==> src/rtl/ctl_seq_pkg.sv <==
// Shared types and encodings for the control sequencer.
package ctl_seq_pkg;

   typedef enum logic [3:0] {
      StFetch,
      StDispatch,
      StExec,
      StLoad,
      StLoadWb,
      StStore,
      StStoreDone,
      StHalted,
      StResuming
   } state_t;

   typedef enum logic [2:0] {
      OpAlu,
      OpNowb,
      OpLoad,
      OpStore,
      OpCsr
   } op_class_t;

   localparam logic [1:0] RD_ALU = 2'd0;
   localparam logic [1:0] RD_MEM = 2'd1;
   localparam logic [1:0] RD_CSR = 2'd2;

   localparam logic ADDR_PC  = 1'b0;
   localparam logic ADDR_ALU = 1'b1;

   function automatic state_t map_class(op_class_t oc);
      case (oc)
         OpLoad:  return StLoad;
         OpStore: return StStore;
         default: return StExec;
      endcase
   endfunction

endpackage

==> src/rtl/ctl_seq_if.sv <==
// Bus request/handshake bundle between the sequencer and the bus adapter.
interface ctl_seq_if #(
   parameter int unsigned BW = 1
);
   logic          mem_read;
   logic          mem_write;
   logic          addr_sel;
   logic [BW-1:0] beat;
   logic          mem_complete;

   modport master (
      output mem_read,
      output mem_write,
      output addr_sel,
      output beat,
      input  mem_complete
   );

   modport slave (
      input  mem_read,
      input  mem_write,
      input  addr_sel,
      input  beat,
      output mem_complete
   );
endinterface

==> src/rtl/ctl_seq_beatcnt.sv <==
// Beat index within a multi-beat access plus the per-beat wait-state counter.
module ctl_seq_beatcnt #(
   parameter int unsigned BEATS   = 1,
   parameter int unsigned TIMEOUT = 0,
   parameter int unsigned BW      = 1
) (
   input  logic          clk,
   input  logic          rst_n,
   input  logic          active,
   input  logic          done,
   input  logic          clr,
   input  logic          state_chg,
   output logic [BW-1:0] beat,
   output logic          last_beat,
   output logic          timeout_hit
);
   localparam int unsigned WW = (TIMEOUT > 1) ? $clog2(TIMEOUT) : 1;
   localparam logic [WW-1:0] WAIT_MAX = WW'(TIMEOUT - 1);

   logic [BW-1:0] beat_q, beat_d;
   logic [WW-1:0] wait_q, wait_d;

   assign beat        = beat_q;
   assign last_beat   = (beat_q == BW'(BEATS - 1));
   assign timeout_hit = (TIMEOUT != 0) && active && !done && (wait_q == WAIT_MAX);

   always_comb begin
      beat_d = beat_q;
      if (clr) begin
         beat_d = '0;
      end else if (active && done) begin
         beat_d = last_beat ? '0 : beat_q + BW'(1);
      end
   end

   // Saturates at WAIT_MAX; the timeout abort clears it the same cycle anyway.
   always_comb begin
      wait_d = wait_q;
      if (clr || done || state_chg || !active) begin
         wait_d = '0;
      end else if ((TIMEOUT != 0) && (wait_q != WAIT_MAX)) begin
         wait_d = wait_q + WW'(1);
      end
   end

   always_ff @(posedge clk or negedge rst_n) begin
      if (!rst_n) begin
         beat_q <= '0;
         wait_q <= '0;
      end else begin
         beat_q <= beat_d;
         wait_q <= wait_d;
      end
   end

endmodule

==> src/rtl/control_seq.sv <==
// Microcode sequencer: multi-beat fetch/load/store, wait-state timeout and
// debug halt/single-step. All outputs are combinational from state and inputs.
module control_seq
   import ctl_seq_pkg::*;
#(
   parameter int unsigned BEATS   = 1,
   parameter int unsigned TIMEOUT = 0,
   parameter int unsigned BW      = (BEATS > 1) ? $clog2(BEATS) : 1
) (
   input  logic       clk,
   input  logic       rst_n,
   ctl_seq_if.master  bus,
   input  op_class_t  op_class,
   input  logic       exception,
   input  logic       debug_req,
   input  logic       step,
   input  logic       trigger,
   output logic       write_ir,
   output logic       write_rd,
   output logic [1:0] rd_sel,
   output logic       write_csr,
   output logic       write_pc_ne,
   output logic       write_pc_ex,
   output logic       halted,
   output logic       mem_fault
);
   state_t        state_q, state_d, cur;
   logic          step_pend_q, step_pend_d;
   logic          active, clr, state_chg, last_beat, timeout_hit;
   logic          mem_read, mem_write, addr_sel;
   logic [BW-1:0] beat;

   // DISPATCH is resolved one cycle after FETCH so op_class reflects the new IR.
   assign cur       = (state_q == StDispatch) ? map_class(op_class) : state_q;
   assign active    = (cur == StFetch) || (cur == StLoad) || (cur == StStore);
   assign state_chg = (state_d != cur);
   assign halted    = (cur == StHalted);

   assign bus.mem_read  = mem_read;
   assign bus.mem_write = mem_write;
   assign bus.addr_sel  = addr_sel;
   assign bus.beat      = beat;

   ctl_seq_beatcnt #(
      .BEATS   (BEATS),
      .TIMEOUT (TIMEOUT),
      .BW      (BW)
   ) u_beatcnt (
      .clk         (clk),
      .rst_n       (rst_n),
      .active      (active),
      .done        (bus.mem_complete),
      .clr         (clr),
      .state_chg   (state_chg),
      .beat        (beat),
      .last_beat   (last_beat),
      .timeout_hit (timeout_hit)
   );

   always_comb begin
      state_d     = cur;
      step_pend_d = step_pend_q;
      mem_read    = 1'b0;
      mem_write   = 1'b0;
      addr_sel    = ADDR_PC;
      write_ir    = 1'b0;
      write_rd    = 1'b0;
      rd_sel      = RD_ALU;
      write_csr   = 1'b0;
      write_pc_ne = 1'b0;
      write_pc_ex = 1'b0;
      mem_fault   = 1'b0;
      clr         = 1'b0;

      unique case (cur)
         StFetch: begin
            mem_read = 1'b1;
            write_ir = bus.mem_complete;
            if (bus.mem_complete && last_beat) state_d = StDispatch;
         end
         StExec: begin
            write_pc_ne = 1'b1;
            if (op_class == OpAlu) begin
               write_rd = 1'b1;
            end else if (op_class == OpCsr) begin
               write_rd  = 1'b1;
               rd_sel    = RD_CSR;
               write_csr = 1'b1;
            end
            state_d = StFetch;
         end
         StLoad: begin
            mem_read = 1'b1;
            addr_sel = ADDR_ALU;
            if (bus.mem_complete && last_beat) state_d = StLoadWb;
         end
         StLoadWb: begin
            write_rd    = 1'b1;
            rd_sel      = RD_MEM;
            write_pc_ne = 1'b1;
            state_d     = StFetch;
         end
         StStore: begin
            mem_write = 1'b1;
            addr_sel  = ADDR_ALU;
            if (bus.mem_complete && last_beat) state_d = StStoreDone;
         end
         StStoreDone: begin
            write_pc_ne = 1'b1;
            state_d     = StFetch;
         end
         StHalted: begin
            if (!debug_req) begin
               state_d     = StResuming;
               step_pend_d = step;
            end
         end
         StResuming: begin
            write_pc_ex = 1'b1;
            state_d     = StFetch;
         end
         default: state_d = StFetch;
      endcase

      // Debug entry/exit states are not instruction boundaries.
      if (cur != StHalted && cur != StResuming) begin
         if (trigger) begin
            write_rd  = 1'b0;
            write_csr = 1'b0;
            mem_write = 1'b0;
            state_d   = StHalted;
            clr       = 1'b1;
         end else if (exception) begin
            write_rd    = 1'b0;
            write_csr   = 1'b0;
            mem_write   = 1'b0;
            write_pc_ex = 1'b1;
            state_d     = debug_req ? StHalted : StFetch;
            clr         = 1'b1;
         end else if (timeout_hit) begin
            mem_fault   = 1'b1;
            mem_read    = 1'b0;
            mem_write   = 1'b0;
            write_ir    = 1'b0;
            write_rd    = 1'b0;
            write_csr   = 1'b0;
            write_pc_ex = 1'b1;
            state_d     = StFetch;
            clr         = 1'b1;
         end else if (state_d == StFetch && (debug_req || step_pend_q)) begin
            state_d     = StHalted;
            step_pend_d = 1'b0;
         end
      end
   end

   always_ff @(posedge clk or negedge rst_n) begin
      if (!rst_n) begin
         state_q     <= StFetch;
         step_pend_q <= 1'b0;
      end else begin
         state_q     <= state_d;
         step_pend_q <= step_pend_d;
      end
   end

endmodule

==> src/flat_wrapper.sv <==
// flat-port wrapper written by rule: the top's interface ports become plain ports
module control_seq_flat import ctl_seq_pkg::*;
#(
   parameter int unsigned BEATS   = 1,
   parameter int unsigned TIMEOUT = 0,
   parameter int unsigned BW      = (BEATS > 1) ? $clog2(BEATS) : 1
)
  (clk, rst_n, op_class, exception, debug_req, step, trigger, write_ir, write_rd, rd_sel, write_csr, write_pc_ne, write_pc_ex, halted, mem_fault, bus_mem_read, bus_mem_write, bus_addr_sel, bus_beat, bus_mem_complete);
  ctl_seq_if #(.BW(BW)) bus_i ();
  input  logic clk;
  input  logic rst_n;
  input  op_class_t op_class;
  input  logic exception;
  input  logic debug_req;
  input  logic step;
  input  logic trigger;
  output logic write_ir;
  output logic write_rd;
  output logic [1:0] rd_sel;
  output logic write_csr;
  output logic write_pc_ne;
  output logic write_pc_ex;
  output logic halted;
  output logic mem_fault;
  output wire logic [$bits(bus_i.mem_read)-1:0] bus_mem_read;
  output wire logic [$bits(bus_i.mem_write)-1:0] bus_mem_write;
  output wire logic [$bits(bus_i.addr_sel)-1:0] bus_addr_sel;
  output wire logic [$bits(bus_i.beat)-1:0] bus_beat;
  input wire logic [$bits(bus_i.mem_complete)-1:0] bus_mem_complete;
  assign bus_mem_read = bus_i.mem_read;
  assign bus_mem_write = bus_i.mem_write;
  assign bus_addr_sel = bus_i.addr_sel;
  assign bus_beat = bus_i.beat;
  assign bus_i.mem_complete = bus_mem_complete;
  control_seq #(.BEATS(BEATS), .TIMEOUT(TIMEOUT), .BW(BW)) u_core (.clk(clk), .rst_n(rst_n), .bus(bus_i), .op_class(op_class), .exception(exception), .debug_req(debug_req), .step(step), .trigger(trigger), .write_ir(write_ir), .write_rd(write_rd), .rd_sel(rd_sel), .write_csr(write_csr), .write_pc_ne(write_pc_ne), .write_pc_ex(write_pc_ex), .halted(halted), .mem_fault(mem_fault));
endmodule
==> config.mk <==
export PLATFORM = sky130hd
export DESIGN_NAME = control_seq_flat
export DESIGN_NICKNAME = d
export VERILOG_FILES = /design/src/rtl/ctl_seq_pkg.sv /design/src/rtl/ctl_seq_if.sv /design/src/rtl/ctl_seq_beatcnt.sv /design/src/rtl/control_seq.sv /design/src/flat_wrapper.sv
export SDC_FILE = /design/constraint.sdc
export NUM_CORES = 1
export LEC_CHECK = 0
export BUFFER_PORTS_ARGS = -buffer_cell sky130_fd_sc_hd__buf_2
export CORE_MARGIN = 2
export CORE_UTILIZATION = 42
export DETAILED_ROUTE_END_ITERATION = 10
export MAX_ROUTING_LAYER = met4
export PLACE_DENSITY = 0.75
export SYNTH_ARGS = -nofsm -noshare
export SYNTH_HDL_FRONTEND = slang
export SYNTH_SLANG_ARGS = --single-unit
==> constraint.sdc <==
create_clock -name clk -period 1.45 [get_ports clk]
set_input_delay 0.145 -clock clk [delete_from_list [all_inputs] [get_ports clk]]
set_output_delay 0.145 -clock clk [all_outputs]
set_load 0.01 [all_outputs]
==> reports/summary.txt, run 1 <==
status = complete, but fails checks
violated checks = setup timing
Reg2Reg Setup Slack = -0.39 ns
Syn Inst Count = 79
min cycle time layout = 1.93 ns
fin area = 1220 µm²
CTS Buf Count = 3
number of buffers added on ports = 20
CTS tree = done
synth top area cells = dfrtp_1, nor2_1, and3b_1
initial core utilization = 45.8%
fmax = 517 MHz
CP endpoint kind = output port
Die X = 41.9 µm
critical path class = reg -> out
Clock Latency Late Sink = 0.25 ns
Post-synth ARST share = 100%
Synth top area share = 20.7%
flop and latch count out of synthesis = 5
die area = 1760 µm²
predominant post-synthesis flop cell = dfrtp_1
Hold Path Depth = 2
CTS sink count = 5
Pwr Density = 2350 nW/µm²
Logic pwr share = 81.8%
Slew Limit Fails = 0
EDFF count, synth = 0
cell-internal power = 1500 µW
DP Area = 851 µm²
GR Util All Layers = 27.2%
Tcrit/Tclk final = 133%
fillers = 50
Area Growth Syn to Fin = 102%
clock share of power = 6.1%
Worst-path clk slew = 0.05 ns
first-pass GRT wire length = 3.54 mm
Core Util, Final = 92.4%
CP cell instances = nand2b_4, o41ai_4, nand2_1, nor3_2, and3_1, buf_2
drt pass-1 iters = 5
Flop pwr share = 12.1%
max-cap viol count = 0
Routed wire per std cell = 22.7 µm
total power = 2860 µW
final net count = 140
H-Tree Depth = 1
Routed Antenna Nets = 0
VDD IR max = 0.00125 V
root buf cell = clkbuf_4
commonest cells after routing, fill and taps aside = buf_4, buf_2, buf_6, nor2_1, a21oi_1
final hold slack = 0.211 ns
largest net degree at the start of global routing = 9
Final Skew = 0.00132 ns
Reg area = 129 µm²
WP data required = 1.31 ns
synthesized area = 603 µm²
Row Count = 13
multi-input logic area = 658 µm²
final hold vios = 0
Synth area leader = dfrtp_1
Residual DRC = 0
Core Area = 1320 µm²
Distinct cells, synth = 38
Pleak = 0.000563 µW
I/O Pins = 23
Ys Warns = 0
layout cell share with drive strength beyond 1 = 69.0%
HP Class = in -> reg
switching power = 1360 µW
Slowest Stage Delay on Critical Path = 0.43 ns
grt total ovfl = 0
Final Worst Setup Slack = -0.484 ns
commonest non-fill, non-tap cell in the layout = buf_4
final setup vio count = 15
Setup crit start kind = flop
vias per cell = 6.35
total number of vias = 915
crit-path max FO = 5
number of antenna violations at the first check in global routing = 0
chip height = 41.9 µm
clk buf depth = 2
Worst R2R Path Depth = 7
Crit-path slowest cell = dfrtp_1
sequential cell area fraction in the yosys report = 20.7%
Detailed Place HPWL = 1.48 mm
RSZ-0062 raised after global routing = yes
Antenna diodes = 0
switching part of the total = 47.6%
vias in the first global route = 800
final wirelength = 3.26 mm
WP data arrival = 1.79 ns
Final GP Congestion = 0.946
syn_area_per_cell = 7.63 µm²
DRC marker count from the first detailed-route iteration = 60
## per-stage QoR
stage          worst slack (ns)  TNS, ns  cells
3_3_place_gp             -0.159   -0.568    129
6_report                 -0.484    -4.21    144
3_5_place_dp             -0.227   -0.887    129
5_1_grt                  -0.494    -4.68    144
2_1_floorplan           -0.0958   -0.277     80
4_1_cts                  -0.275    -2.38    137
## cells in the mapped netlist, types with 2 or more instances
library cell / n
nand2b_1: 3
nand3b_1: 2
o21ai_1: 3
nor2b_1: 3
inv_1: 2
and3_1: 2
a21oi_1: 5
buf_4: 2
and2_1: 4
o21ai_0: 3
and3b_1: 3
buf_2: 3
dfrtp_1: 5
a31oi_1: 3
a211oi_1: 2
nand2_1: 3
nor2_1: 8
nor3_1: 3
## cell families after synthesis
| logic type | Yosys count | share of synthesized area, % |
|---|---|---|
| and+or+nand+nor | 37 | 37.3 |
| AOI/OAI and AO/OA | 26 | 29.7 |
| buffers and inverters | 8 | 8.09 |
| DFF | 5 | 20.7 |
| muxes | 2 | 3.53 |
| other | 1 | 0.622 |
## final cells by class
cell class	count	share of cell area, %
Clock buffer	4	2.16
Multi-Input combinational cell	67	54.1
Timing Repair Buffer	51	31.0
Inverter	2	0.617
Sequential cell	5	10.6
Tap cell	15	1.54
## worst max-delay path, delay by kind of cell, from the launching register on
family	cells	cell delay (ns)
flops	1	0.43
buf+inv	1	0.13
simple gates	4	0.71
compound gates	1	0.26
## sequential cells by signal, indices dropped and copies added, names as in the netlist
signal              flops
u_core.step_pend_q      1
u_core.state_q          4
## power by group through the flow
stage	combinational [µW]	sequential [µW]	clock, µW
floorplan	812	227	0
global placement	1220	294	0
detailed placement	1260	301	0
CTS	1550	324	161
global route	2430	346	185
finish	2340	346	175
## what timing repair did
| item | 4_1_cts | 5_1_grt |
|---|---|---|
| buffers inserted | 3 | 8 |
| pin swaps | 6 | 18 |
| hold buffers | 1 | 0 |
| endpoints found under the setup margin | 15 | 15 |
| endpoints found under the hold margin | 5 | 0 |
| gates resized for setup | 18 | 37 |
## per-layer routing
layer  global-route usage, %  wire length, µm  up-vias
li1                        -                -      394
met1                    31.8             1210      443
met2                    46.3             1700       68
met3                    3.91              253       10
met4                    11.0              100        0
met5                       -                0        -
## path summary, 6_finish.rpt
path,start,to
worst min-delay path,debug_req,u_core.state_q[3]
worst max-delay path,u_core.state_q[3],write_csr
max in group asynchronous,rst_n,u_core.state_q[1]
worst min register to register,u_core.step_pend_q,u_core.step_pend_q
min in group asynchronous,rst_n,u_core.state_q[3]
worst max register to register,u_core.state_q[1],u_core.state_q[1]
No activity file was read; power rests on OpenSTA's default activity.
==> run 2, diff against run 1 <==
- BUFFER_PORTS_ARGS: -buffer_cell sky130_fd_sc_hd__buf_2 -> default
- CORE_AREA: default -> 2 2 39 41
- CORE_MARGIN: 2 -> default
- CORE_UTILIZATION: 42 -> default
- CTS_CLUSTER_SIZE: default -> 16
- DIE_AREA: default -> 0 0 41 43
- DONT_BUFFER_PORTS: default -> 1
- PLACE_DENSITY: 0.75 -> 0.64
==> run 2 against run 1 <==
Net effect:
- the flow still finishes with violations (setup timing)
- via count shrank 22%
- non-clock buffer count shrank 25
- maximum frequency increased by 5.5%
- combinational power is 19% lower
- clock power fell by 11%
- largest power group unchanged
==> reports/summary.txt, run 2 (synthesis results as in run 1) <==
Final Skew = 0.00207 ns (+0.000755 ns)
Flop pwr share = 12.6% (+0.5 points)
final net count = 115 (-18%)
switching power = 1070 µW (-22%)
final hold vios = 0 (unchanged)
Routed Antenna Nets = 0 (unchanged)
Tcrit/Tclk final = 126% (-6.9 points)
H-Tree Depth = 1 (unchanged)
max-cap viol count = 0 (unchanged)
layout cell share with drive strength beyond 1 = 59.6% (-9.4 points)
Core Util, Final = 73.1% (-19 points)
Core Area = 1380 µm² (+5.0%)
Routed wire per std cell = 17.1 µm (-24%)
violated checks = setup timing
RSZ-0062 raised after global routing = yes
max reg flops = 4 (unchanged)
final setup vio count = 10 (-5)
fin area = 1010 µm² (-17%)
Residual DRC = 0 (unchanged)
GR Util All Layers = 25.6% (-1.6 points)
Antenna diodes = 0 (unchanged)
fin cells = 120 (-17%)
Row Count = 14 (+1)
Setup crit start kind = flop
reg2reg start = u_core.state_q[1]
DP Area = 729 µm² (-14%)
chip height = 43 µm (+2.6%)
Detailed Place HPWL = 1.28 mm (-13%)
worst hold start = exception
total number of vias = 717 (-22%)
die area = 1760 µm² (+0.44%)
Worst R2R Path Depth = 6 (-1)
Final GP Congestion = 0.880 (-7.0%)
number of buffers added on ports = 0 (-100%)
crit-path max FO = 6 (+1)
Pwr Density = 2320 nW/µm² (-1.3%)
Largest Register = u_core.state_q
Die X = 41 µm (-2.1%)
cell-internal power = 1280 µW (-15%)
clock share of power = 6.7% (+0.6 points)
CTS tree = done
commonest cells after routing, fill and taps aside = buf_4, buf_6, o21ai_1, nor2_1
Final Worst Setup Slack = -0.384 ns (+0.100 ns)
Reg2Reg Setup Slack = -0.25 ns (+0.14 ns)
largest net degree at the start of global routing = 10 (+1)
grt total ovfl = 0 (unchanged)
initial core utilization = 43.6% (-2.2 points)
final wirelength = 2.06 mm (-37%)
Hold Path Depth = 3 (+1)
switching part of the total = 45.5% (-2.1 points)
WP data required = 1.31 ns (about the same)
worst-case hold path end point = u_core.state_q[2]
I/O Pins = 23 (unchanged)
DRC marker count from the first detailed-route iteration = 8 (-87%)
Area Growth Syn to Fin = 67.6%
clk buf depth = 2 (unchanged)
vias per cell = 5.98 (-6.0%)
Pleak = 0.000419 µW (-26%)
fmax = 545 MHz (+5.5%)
critical path class = reg -> out
Slew Limit Fails = 0 (unchanged)
Clock Latency Late Sink = 0.24 ns (about the same)
root buf cell = clkbuf_4
setup tns final = -2.40 ns (+1.80 ns)
vias in the first global route = 669 (-16%)
min cycle time layout = 1.83 ns (-0.100 ns)
placed cells = 107 (-17%)
Crit Reg-Reg Endpoint = u_core.state_q[1]
WP data arrival = 1.69 ns (-0.10 ns)
commonest non-fill, non-tap cell in the layout = buf_4
CTS Buf Count = 3 (unchanged)
Worst-path clk slew = 0.04 ns (about the same)
status = complete, but fails checks
HP Class = in -> reg
number of antenna violations at the first check in global routing = 0 (unchanged)
CTS sink count = 5 (unchanged)
CP endpoint kind = output port
Logic pwr share = 80.7% (-1.1 points)
drt pass-1 iters = 4 (-1)
post-placement setup slack = -0.129 ns (+0.0974 ns)
biggest regs = u_core.state_q: 4 flops, u_core.step_pend_q: 1 flops
first-pass GRT wire length = 3.06 mm (-13%)
VDD IR max = 0.00121 V (-3.3%)
run 2: power groups by stage:
stage / registers [µW] / clock network (µW) / logic, µW
after floorplan: 227 / 0 / 812
after global placement: 278 / 0 / 1160
after detailed placement: 280 / 0 / 1170
after CTS: 275 / 159 / 1550
after global routing: 302 / 172 / 2000
final: 296 / 156 / 1900
run 2: how the worst max path moves through the flow:
stage | from | endpoint | slack, ns | cells past startpoint
6_report | u_core.state_q[1] | write_csr | -0.38 | 5
3_5_place_dp | u_core.state_q[3] | u_core.state_q[1] | -0.13 | 5
3_3_place_gp | u_core.state_q[3] | u_core.state_q[1] | -0.12 | 5
4_1_cts | u_core.state_q[1] | write_csr | -0.33 | 5
2_1_floorplan | u_core.state_q[3] | u_core.state_q[1] | -0.1 | 6
5_1_grt | u_core.state_q[1] | write_csr | -0.43 | 5
run 2: worst max-delay path, cell delays in order, from the launching register on:
cell and delay [ns]:
dfrtp_1 0.40, buf_6 0.15, o41ai_2 0.35, nand2_1 0.13, nor3_2 0.19, and3_4 0.23
run 2: final cells by class:
class,instances,area (µm²)
clock buffers,4,26.3
well taps,16,20.0
multi-input cells,67,611
inverters,2,7.51
flip-flops and latches,5,128
repair buffers,26,219
fillers,105,373
run 2: timing repair:
item	4_1_cts	5_1_grt
gates cloned	0	0
endpoints found under the setup margin	13	14
hold buffers	2	0
setup buffers	5	2
pin swaps	7	9
resized for setup	19	26
hold endpoints to repair	6	0
run 2: metrics by stage:
stage / hold slack, ns / total power, µW
CTS: 0.108 / 1980
global route: 0.118 / 2480
floorplan: -0.151 / 1040
detailed placement: -0.151 / 1450
finish: 0.112 / 2350
global placement: -0.151 / 1430
run 2: layer usage:
metal	up-vias	GRT usage [%]	share of wire, %
met5	-	-	0
met4	0	7.33	0.83
met3	2	6.28	6.4
met2	27	39.1	51
met1	347	32.5	41
li1	341	-	-
==> run 3, diff against run 2 <==
- CTS_BUF_LIST: default -> sky130_fd_sc_hd__clkbuf_8
==> run 3 against run 2 <==
Net effect:
- the flow still finishes with violations (setup timing)
- maximum frequency grew 2.7%
- sequential cell count unchanged
- wire length increased by 1.9%
- register-to-register slack worse by 0.06 ns
- worst hold slack got worse by 0.10 ns
- sequential share of layout area increased by 0.30 points
- critical path depth stayed put
- die area stayed put
- clock power up 62%
- global-route usage unchanged
- largest cell class unchanged
- highest routed layer unchanged
==> reports/summary.txt, run 3 (synthesis results as in run 1) <==
H-Tree Depth = 1 (unchanged)
clk buf depth = 2 (unchanged)
worst-case hold path end point = u_core.state_q[3]
die area = 1760 µm² (unchanged)
Core Area = 1380 µm² (unchanged)
Crit-path slowest cell = dfrtp_1
commonest non-fill, non-tap cell in the layout = buf_4
status = complete, but fails checks
final hold vios = 0 (unchanged)
vias per cell = 6.08 (+1.7%)
Worst-path clk slew = 0.04 ns (about the same)
Die X = 41 µm (unchanged)
Hold Path Depth = 1 (-2)
CTS Buf Count = 3 (unchanged)
root buf cell = clkbuf_8
CTS sink count = 5 (unchanged)
switching part of the total = 45.1% (-0.43 points)
initial core utilization = 43.6% (unchanged)
grt total ovfl = 0 (unchanged)
Routed wire per std cell = 17.8 µm (+3.7%)
Residual DRC = 0 (unchanged)
critical path class = reg -> out
cell-internal power = 1280 µW (-0.32%)
violated checks = setup timing
reg2reg start = u_core.state_q[0]
CP endpoint kind = output port
chip height = 43 µm (unchanged)
max-cap viol count = 0 (unchanged)
commonest cells after routing, fill and taps aside = buf_4, nor2_1, o21ai_1, buf_6
CTS tree = done
first-pass GRT wire length = 3.06 mm (-0.23%)
CP cell instances = buf_6, o41ai_2, nand2_1, nor3_2, and3_4
Routed Antenna Nets = 0 (unchanged)
largest net degree at the start of global routing = 10 (unchanged)
Pwr Density = 2350 nW/µm² (+1.3%)
WP data arrival = 1.64 ns (-0.05 ns)
final wirelength = 2.10 mm (+1.9%)
switching power = 1050 µW (-2.0%)
Final GP Congestion = 0.880 (unchanged)
Tcrit/Tclk final = 123% (-3.3 points)
Area Growth Syn to Fin = 63.7%
Pleak = 0.000422 µW (+0.68%)
min cycle time layout = 1.79 ns (-0.0483 ns)
VDD IR max = 0.00126 V (+4.3%)
RSZ-0062 raised after global routing = yes
total number of vias = 717 (unchanged)
worst hold start = debug_req
Antenna diodes = 0 (unchanged)
max reg flops = 4 (unchanged)
number of antenna violations at the first check in global routing = 0 (unchanged)
placed cells = 107 (unchanged)
Final Skew = 0.00807 ns (+0.00600 ns)
number of buffers added on ports = 0 (unchanged)
Largest Register = u_core.state_q
final setup vio count = 10 (unchanged)
fillers = 105 (unchanged)
Final Worst Setup Slack = -0.336 ns (+0.0483 ns)
Logic pwr share = 76.4% (-4.3 points)
fmax = 560 MHz (+2.7%)
setup tns final = -2.31 ns (+0.0957 ns)
Row Count = 14 (unchanged)
Slowest Stage Delay on Critical Path = 0.39 ns (about the same)
clock share of power = 10.9% (+4.2 points)
Core Util, Final = 71.3% (-1.7 points)
GR Util All Layers = 25.6% (unchanged)
I/O Pins = 23 (unchanged)
drt pass-1 iters = 4 (unchanged)
WP data required = 1.31 ns (about the same)
Clock Latency Late Sink = 0.22 ns (-0.02 ns)
vias in the first global route = 659 (-1.5%)
DRC marker count from the first detailed-route iteration = 35 (+27)
Setup crit start kind = flop
Reg2Reg Setup Slack = -0.31 ns (-0.06 ns)
Slew Limit Fails = 0 (unchanged)
Flop pwr share = 12.8% (+0.2 points)
fin cells = 118 (-1.7%)
HP Class = in -> reg
final net count = 113 (-1.7%)
post-placement setup slack = -0.129 ns (unchanged)
Detailed Place HPWL = 1.28 mm (unchanged)
Worst R2R Path Depth = 7 (+1)
biggest regs = u_core.state_q: 4 flops, u_core.step_pend_q: 1 flops
crit-path max FO = 6 (unchanged)
Crit Reg-Reg Endpoint = u_core.state_q[1]
layout cell share with drive strength beyond 1 = 55.9% (-3.7 points)
## run 3: changes by cell type in the layout (fill, tap and decap cells not counted), sizes merged
cell,change
buf,-1
dlygate4sd3,-1
inv,+1
clkbuf,-1
## run 3: how the worst max path moves through the flow
stage                                 start                end  slack, ns  depth (start not counted)
final                     u_core.state_q[1]          write_csr      -0.34                          5
after global routing      u_core.state_q[1]          write_csr      -0.36                          5
after CTS                 u_core.state_q[1]          write_csr      -0.31                          5
after detailed placement  u_core.state_q[3]  u_core.state_q[1]      -0.13                          5
after global placement    u_core.state_q[3]  u_core.state_q[1]      -0.12                          5
after floorplan           u_core.state_q[3]  u_core.state_q[1]       -0.1                          6
## run 3: routing by layer
layer | global-route usage [%] | share of wire [%]
met2 | 35.9 | 51
met1 | 34.8 | 41
met4 | 7.33 | 0.48
met5 | - | 0
met3 | 7.85 | 7.0
## run 3: worst max-delay path, delay by kind of cell, from the launching register on
kind	cells	cell delay, ns
simple gates	3	0.55
buf+inv	1	0.15
compound gates	1	0.33
flops	1	0.39
## run 3: final cells by class
class / instances / area, µm² / area share [%]
timing repair buffer: 24 / 198 / 20.0
inverter: 2 / 7.51 / 0.760
tap: 16 / 20.0 / 2.03
multi-input combinational: 67 / 589 / 59.7
sequential: 5 / 128 / 12.9
clock inverter: 1 / 3.75 / 0.380
clock buffer: 3 / 41.3 / 4.18
## run 3: timing repair
action | CTS | global route
pin swaps | 8 | 7
hold buffers | 1 | 0
hold endpoints to repair | 5 | 0
gates resized for setup | 21 | 18
buffers inserted | 5 | 1
endpoints found under the setup margin | 13 | 14
## run 3: stage by stage
step	total power, µW	hold WS (ns)	cell area, µm²
2_1_floorplan	1040	-0.151	623
3_3_place_gp	1430	-0.151	729
3_5_place_dp	1450	-0.151	729
4_1_cts	2080	0.0153	917
5_1_grt	2450	0.0154	987
6_report	2320	0.00916	987
## run 3: power groups by stage
| stage | registers, µW | clock network [µW] | logic, µW |
|---|---|---|---|
| after detailed placement | 280 | 0 | 1170 |
| final | 296 | 252 | 1770 |
| after global placement | 278 | 0 | 1160 |
| after global routing | 304 | 264 | 1880 |
| after floorplan | 227 | 0 | 812 |
| after CTS | 275 | 252 | 1550 |
